<file path="config.mk">
export PLATFORM = sky130hd
export DESIGN_NAME = ser2par
export DESIGN_NICKNAME = d
export VERILOG_FILES = /design/src/rtl/ser2par.sv
export SDC_FILE = /design/constraint.sdc
export NUM_CORES = 1
export LEC_CHECK = 0
export ABC_CLOCK_PERIOD_IN_PS = 2000
export CAP_MARGIN = 20
export CELL_PAD_IN_SITES_DETAIL_PLACEMENT = 0
export CELL_PAD_IN_SITES_GLOBAL_PLACEMENT = 1
export CORE_UTILIZATION = 38
export CTS_CLUSTER_DIAMETER = 50
export CTS_CLUSTER_SIZE = 30
export DETAILED_ROUTE_END_ITERATION = 6
export PLACE_DENSITY_LB_ADDON = 0.1
export SETUP_SLACK_MARGIN = 0.02
export SLEW_MARGIN = 20
export SYNTH_ARGS = -nofsm -noshare
export SYNTH_HDL_FRONTEND = slang
export SYNTH_SLANG_ARGS = --single-unit
</file>
<file path="constraint.sdc">
create_clock -name clk -period 2 [get_ports clk]
set_input_delay 0.4 -clock clk [delete_from_list [all_inputs] [get_ports clk]]
set_output_delay 0.4 -clock clk [all_outputs]
set_load 0.05 [all_outputs]
</file>
<file path="src/rtl/ser2par.sv">
// Serial-to-parallel packer: SERWIDTH-bit beats in, PARWIDTH-bit words out.
// Optional packet-end handling via `define SER2PAR_LAST_EN (ser_last/par_lanes).
module ser2par #(
  parameter int SERWIDTH   = 8,
  parameter int PARWIDTH   = 32,
  parameter int DATA_ORDER = 1
) (
  input  logic                clk,
  input  logic                rst_n,
  input  logic                ser_valid,
  output logic                ser_ready,
  input  logic [SERWIDTH-1:0] ser_din,
  output logic                par_valid,
  input  logic                par_ready,
  output logic [PARWIDTH-1:0] par_dout
`ifdef SER2PAR_LAST_EN
  ,
  input  logic                ser_last,
  output logic [7:0]          par_lanes
`endif
);

  localparam int N = PARWIDTH / SERWIDTH;
  localparam logic [7:0] LAST_IDX = 8'(N - 1);

  logic [7:0]          beat_cnt;
  logic [7:0]          lane;
  logic [PARWIDTH-1:0] acc;
  logic [PARWIDTH-1:0] merged;
  logic                done;
  logic                accept;
  logic                xfer;

`ifdef SER2PAR_LAST_EN
  assign done = (beat_cnt == LAST_IDX) || ser_last;
`else
  assign done = (beat_cnt == LAST_IDX);
`endif

  // Only the completing beat can stall; earlier beats go to the accumulator.
  assign ser_ready = !(done && par_valid && !par_ready);
  assign accept    = ser_valid && ser_ready;
  assign xfer      = par_valid && par_ready;

  assign lane = (DATA_ORDER != 0) ? beat_cnt : (LAST_IDX - beat_cnt);

  always_comb begin
    merged = acc;
    for (int k = 0; k < N; k++) begin
      if (lane == 8'(k)) begin
        merged[k*SERWIDTH +: SERWIDTH] = ser_din;
      end
    end
  end

  always_ff @(posedge clk or negedge rst_n) begin
    if (!rst_n) begin
      beat_cnt <= '0;
      acc      <= '0;
    end else if (accept) begin
      if (done) begin
        beat_cnt <= '0;
        acc      <= '0;
      end else begin
        beat_cnt <= beat_cnt + 8'd1;
        acc      <= merged;
      end
    end
  end

  always_ff @(posedge clk or negedge rst_n) begin
    if (!rst_n) begin
      par_valid <= 1'b0;
      par_dout  <= '0;
    end else if (accept && done) begin
      par_valid <= 1'b1;
      par_dout  <= merged;
    end else if (xfer) begin
      par_valid <= 1'b0;
    end
  end

`ifdef SER2PAR_LAST_EN
  always_ff @(posedge clk or negedge rst_n) begin
    if (!rst_n) begin
      par_lanes <= '0;
    end else if (accept && done) begin
      par_lanes <= beat_cnt + 8'd1;
    end
  end
`endif

endmodule
</file>
# After elaboration in Yosys (flattened, before gate mapping)
# Cells that the tools add are included.
[word_totals] register_bits=73 out_inout_bits=34
[op_classes] add_sub_neg=1 n_eq_ne=3 muxes=8 reduce_logical=9
[op_table] cell="$mux 8" n=5
[op_table] cell="$mux 32" n=1
[op_table] cell="$eq 8x2->1 const B" n=2
[op_table] cell="$add 8x1->8 const B" n=1
[op_table] cell="$eq 8x1->1 const B" n=1
[op_table] cell="$logic_not 8->1" n=1
[op_table] cell="$logic_and 1x1->1" n=5
[op_table] cell="$logic_not 1->1" n=2
[op_table] cell="$mux 1" n=2
[op_table] cell="$reduce_bool 2->1" n=1

# Longest topological paths before layout
[depth] word_depth=7 mapped_depth=8 ltp_nobuf=5

# Worst setup path before layout
# No wires, ideal clock.
[synth_timing] path_kind="reg-to-reg" startpoint="reg beat_cnt[0]" endpoint="reg beat_cnt[1]" t_arrival_ns=1.957 required_time_ns=1.873 path_slack_ns=-0.084 stages_incl_launch_ff=7 n_path_buf=1 synth_period_minus_slack_ns=2.084 cell_sequence="dfrtp_1 -> ha_1 -> buf_6 -> nand3b_4 -> or4b_4 -> nand2_2 -> mux2_1"
[synth_between] elab_chain_len=5 elab_cells_between_ends=7 classes_between="add/sub: 1; eq/ne: 1; mux: 1; reduce/logical: 4"
[synth_rtl] element="start, declared" line_no="26" source="logic [7:0] beat_cnt;"
[synth_rtl] element="start signal, assigned" line_no="65" source="beat_cnt <= beat_cnt + 8'd1;"
[synth_rtl] element="$eq 8x2->1" line_no="37" source="assign done = (beat_cnt == LAST_IDX);"
[synth_rtl] element="$logic_and 1x1->1 (2 in a row)" line_no="41" source="assign ser_ready = !(done && par_valid && !par_ready);"
[synth_rtl] element="$logic_not 1->1" line_no="41"
[synth_rtl] element="net ser_ready" line_no="11" source="output logic ser_ready,"
[synth_rtl] element="$logic_and 1x1->1" line_no="42" source="assign accept = ser_valid && ser_ready;"
# The timed path passes the listed nets, and every way through them passes these cells.
# A chain may end at the register's enable or synchronous reset.

# Worst setup path in the final report
[layout_timing] startpoint="reg beat_cnt[4]" endpoint="out ser_ready"
[layout_between] elab_chain_len=4
[layout_rtl] element="$eq 8x2->1" line_no="37"
[layout_rtl] element="$logic_and 1x1->1 (2 in a row)" line_no="41"
[layout_rtl] element="$logic_not 1->1" line_no="41"
[layout_rtl] element="end, declared" line_no="11"
# No other way between the ends.

==> flow_summary.json <==
{
  "run_status": "finished, violations left",
  "failed_checks": "setup timing",
  "synth_compound_gate_area_share_pct": 14.9,
  "design.core.area_sq_mm": 0.00725,
  "critPathRequiredTime_ns": 1.60,
  "use_met1_pct": 24.3,
  "fin_skew_ns": 0.00489,
  "place.detailed.hpwl_mm": 3.90,
  "area_growth_syn_to_layout_pct": 33.3,
  "leakage_nw": 1.72,
  "reg2reg_to": "acc[10]$_DFFE_PN0P_",
  "crit_fanout": 2,
  "die_w_um": 88.6,
  "path_class": "reg -> out",
  "first_iter_violations": 85,
  "syn_inst": 225,
  "finalWeightedCongestion": 0.714,
  "total_power_w": 0.00665,
  "cp_num_buf_inv": 1,
  "global_route.usage.met2_pct": 24.6,
  "globalRoute.totalOverflow": 0,
  "finalWorstPathRequiredPeriod_ns": 2.14,
  "synth.top_cells.by_area": "dfrtp_1, mux2i_1, a22o_1",
  "gr-usage-all-layers_pct": 17.0,
  "worstHoldPathCells": 2,
  "num_io_pins": 46,
  "synth_nets": 241,
  "critical_path.startpoint_type": "flop",
  "number_of_warning_messages_in_the_yosys_log": 0,
  "holdCritPathClass": "reg -> reg",
  "grt_pass1_vias": 1859,
  "cts_inserted_buffers": 9,
  "r2r_depth": 6,
  "antenna-diode-count": 0,
  "clock-root-buffer": "clkbuf_8",
  "clock_sink_count": 65,
  "netlist.area_leader.share_pct": 57.1,
  "grt_max_degree": 53,
  "drt.antenna.violating_nets": 0,
  "layout.cells.most_common_list": "dfrtp_1, clkdlybuf4s50_1, nand2_1",
  "synth.avg_cell_area_sq_um": 12.7,
  "syn_area_sq_mm": 0.00285,
  "peakVddDrop_uv": 1050,
  "netlist-cell-type-count": 31,
  "globalRoute.busiestLayer": "met2",
  "critical_path.endpoint_type": "output port",
  "hold_path_end": "par_dout[11]$_DFFE_PN0P_",
  "timing.critical_path.slowest_stage_cell": "or4b_4",
  "regToRegSetupSlack_ns": 0.14,
  "cts-root-to-sink-buffers": 2,
  "timing.final.ws_setup_ns": -0.137,
  "synthMuxAreaShare_pct": 12.0,
  "grt_setup_unrepaired": "true",
  "viasPerCell": 4.90,
  "synth.yosys.seq_area_share_pct": 57.1,
  "ys_seq_elements": 65,
  "design.final.nets": 306,
  "layout.cells.most_common": "dfrtp_1",
  "worst_slew_pin_tran_ns": 0.511,
  "post_route_drc": 0,
  "portBuffers": 45,
  "grt_use_met3_pct": 5.97,
  "fin_crit_sh_pct": 107,
  "vias": 1930,
  "slew_viol_final": 0,
  "avgRoutedWirePerCell_um": 15.2,
  "beginning_of_the_worst_register_to_register_path": "beat_cnt[4]$_DFFE_PN0P_",
  "finalWirelength_mm": 6.00,
  "synth_simple_gate_area_share_pct": 10.0,
  "main_combinational_cell_family_by_area_after_synthesis": "compound AO/OA/AOI/OAI gates",
  "min-delay-start": "par_dout[11]$_DFFE_PN0P_",
  "worst_skew_pair.late_latency_ns": 0.34,
  "die-height_um": 88.6,
  "yosysTopAreaCell": "dfrtp_1",
  "critical_path_arrival_ns": 1.74,
  "worstPathCellList": "nor4_4, or4b_4, buf_6",
  "start_util_pct": 39.3,
  "critical_path.max_stage_delay_ns": 0.51,
  "cts_tree": "done",
  "die-area_sq_mm": 0.00785,
  "hold_viol": 0,
  "power_per_cell_area_mw_per_mm2": 1750,
  "initial_antenna_violation_count": 0,
  "synthAdderAreaFrac_pct": 1.76,
  "max-cap-violations": 0,
  "rows": 31,
  "worst_path_dominant_cell_family": "simple AND/OR/NAND/NOR gates",
  "slew-limit-headroom_pct": 65.8,
  "htreeDepth": 3,
  "cts_clock_pin_slew_for_the_worst_setup_and_hold_paths_ns": 0.07,
  "setup_violations": 1,
  "first_pass_iters": 4,
  "global_route_wire_length_before_repair_mm": 9.67,
  "maxClockFrequency_mhz": 468,
  "yosys.area_share.xor_xnor_pct": 1.54,
  "drive_gt1_share_pct": 20.7,
  "fin_hold_ws_ns": 0.476
}
per-layer routing:
metal,vias to the layer above,part of all wire (%),wire [um]
met3,9,3.6,217
met1,939,50,3020
met2,44,45,2680
met5,-,0,0
met4,0,1.3,81
li1,938,-,-
Yosys cell counts, drive strengths merged:
library cell  count
mux2i            24
o2111ai           3
inv               2
clkbuf            4
nor3b             3
mux2              9
nand4             3
nand3b            1
dfrtp            65
nor4              1
nand2            30
and3              1
nor3              1
o21ai            24
buf               9
xnor2             3
a21o              1
nor2b             1
xor2              2
ha                4
nand3             2
nand2b            1
or4b              1
and2              2
nor2              3
a22o             25
layout make-up:
cell class	count	area [sq um]
sequential	65	1630
fill	668	3460
inverter	2	7.51
tap	99	124
clock inverter	6	105
timing repair buffer	67	637
multi-input combinational	145	1160
clock buffer	10	138
worst register-to-register path, cell delays in order (launching register included):
cell and delay [ns]:
dfrtp_2 0.43, nor4_4 0.29, buf_4 0.15, buf_4 0.10
and2_2 0.25, o2111ai_4 0.23, a22o_1 0.29
repair_timing:
action	in CTS	in global routing
setup endpoints to repair	1	1
hold endpoints to repair	13	0
hold buffers	1	0
gates resized for setup	4	0
buffers inserted	2	3
pin swaps	0	2
stage by stage:
step                      cells  setup slack, ns  area (sq um)  util, %  setup TNS (ns)
after detailed placement    372           -0.126          3490     48.1          -0.181
after global routing        394           -0.195          3800     52.4          -0.195
after global placement      372           -0.112          3490     48.1          -0.143
after floorplan             225          -0.0843          2850        -         -0.0843
after CTS                   391           -0.143          3770     52.0          -0.143
final                       394           -0.137          3800     52.4          -0.137
flip-flops by register name, summed over array words and instances, names as in the netlist:
signal / count
par_valid: 1
par_dout: 32
acc: 24
beat_cnt: 8
cells by family after synthesis:
kind of cell | after synthesis
muxes | 33
AOI/OAI and AO/OA | 53
and+or+nand+nor | 50
adders and majority gates | 4
buffers and inverters | 15
DFF | 65
xor gates and xnor gates | 5
where the power goes:
| part | internal (W) | total [W] | leakage (nW) | switching (W) |
|---|---|---|---|---|
| clock network | 0.000855 | 0.00135 | 0.126 | 0.000498 |
| logic | 0.00130 | 0.00322 | 0.758 | 0.00191 |
| registers | 0.00182 | 0.00208 | 0.839 | 0.000264 |
worst max path at each step:
| stage | start | end | slack (ns) | depth (start not counted) |
|---|---|---|---|---|
| 6_report | beat_cnt[4]$_DFFE_PN0P_ | ser_ready | -0.14 | 3 |
| 2_1_floorplan | beat_cnt[0]$_DFFE_PN0P_ | beat_cnt[1]$_DFFE_PN0P_ | -0.08 | 6 |
| 3_3_place_gp | par_ready | ser_ready | -0.11 | 4 |
| 3_5_place_dp | par_ready | ser_ready | -0.13 | 4 |
| 4_1_cts | beat_cnt[5]$_DFFE_PN0P_ | ser_ready | -0.14 | 3 |
| 5_1_grt | beat_cnt[4]$_DFFE_PN0P_ | ser_ready | -0.20 | 3 |
Note: power is estimated with default switching activity, not from simulation.
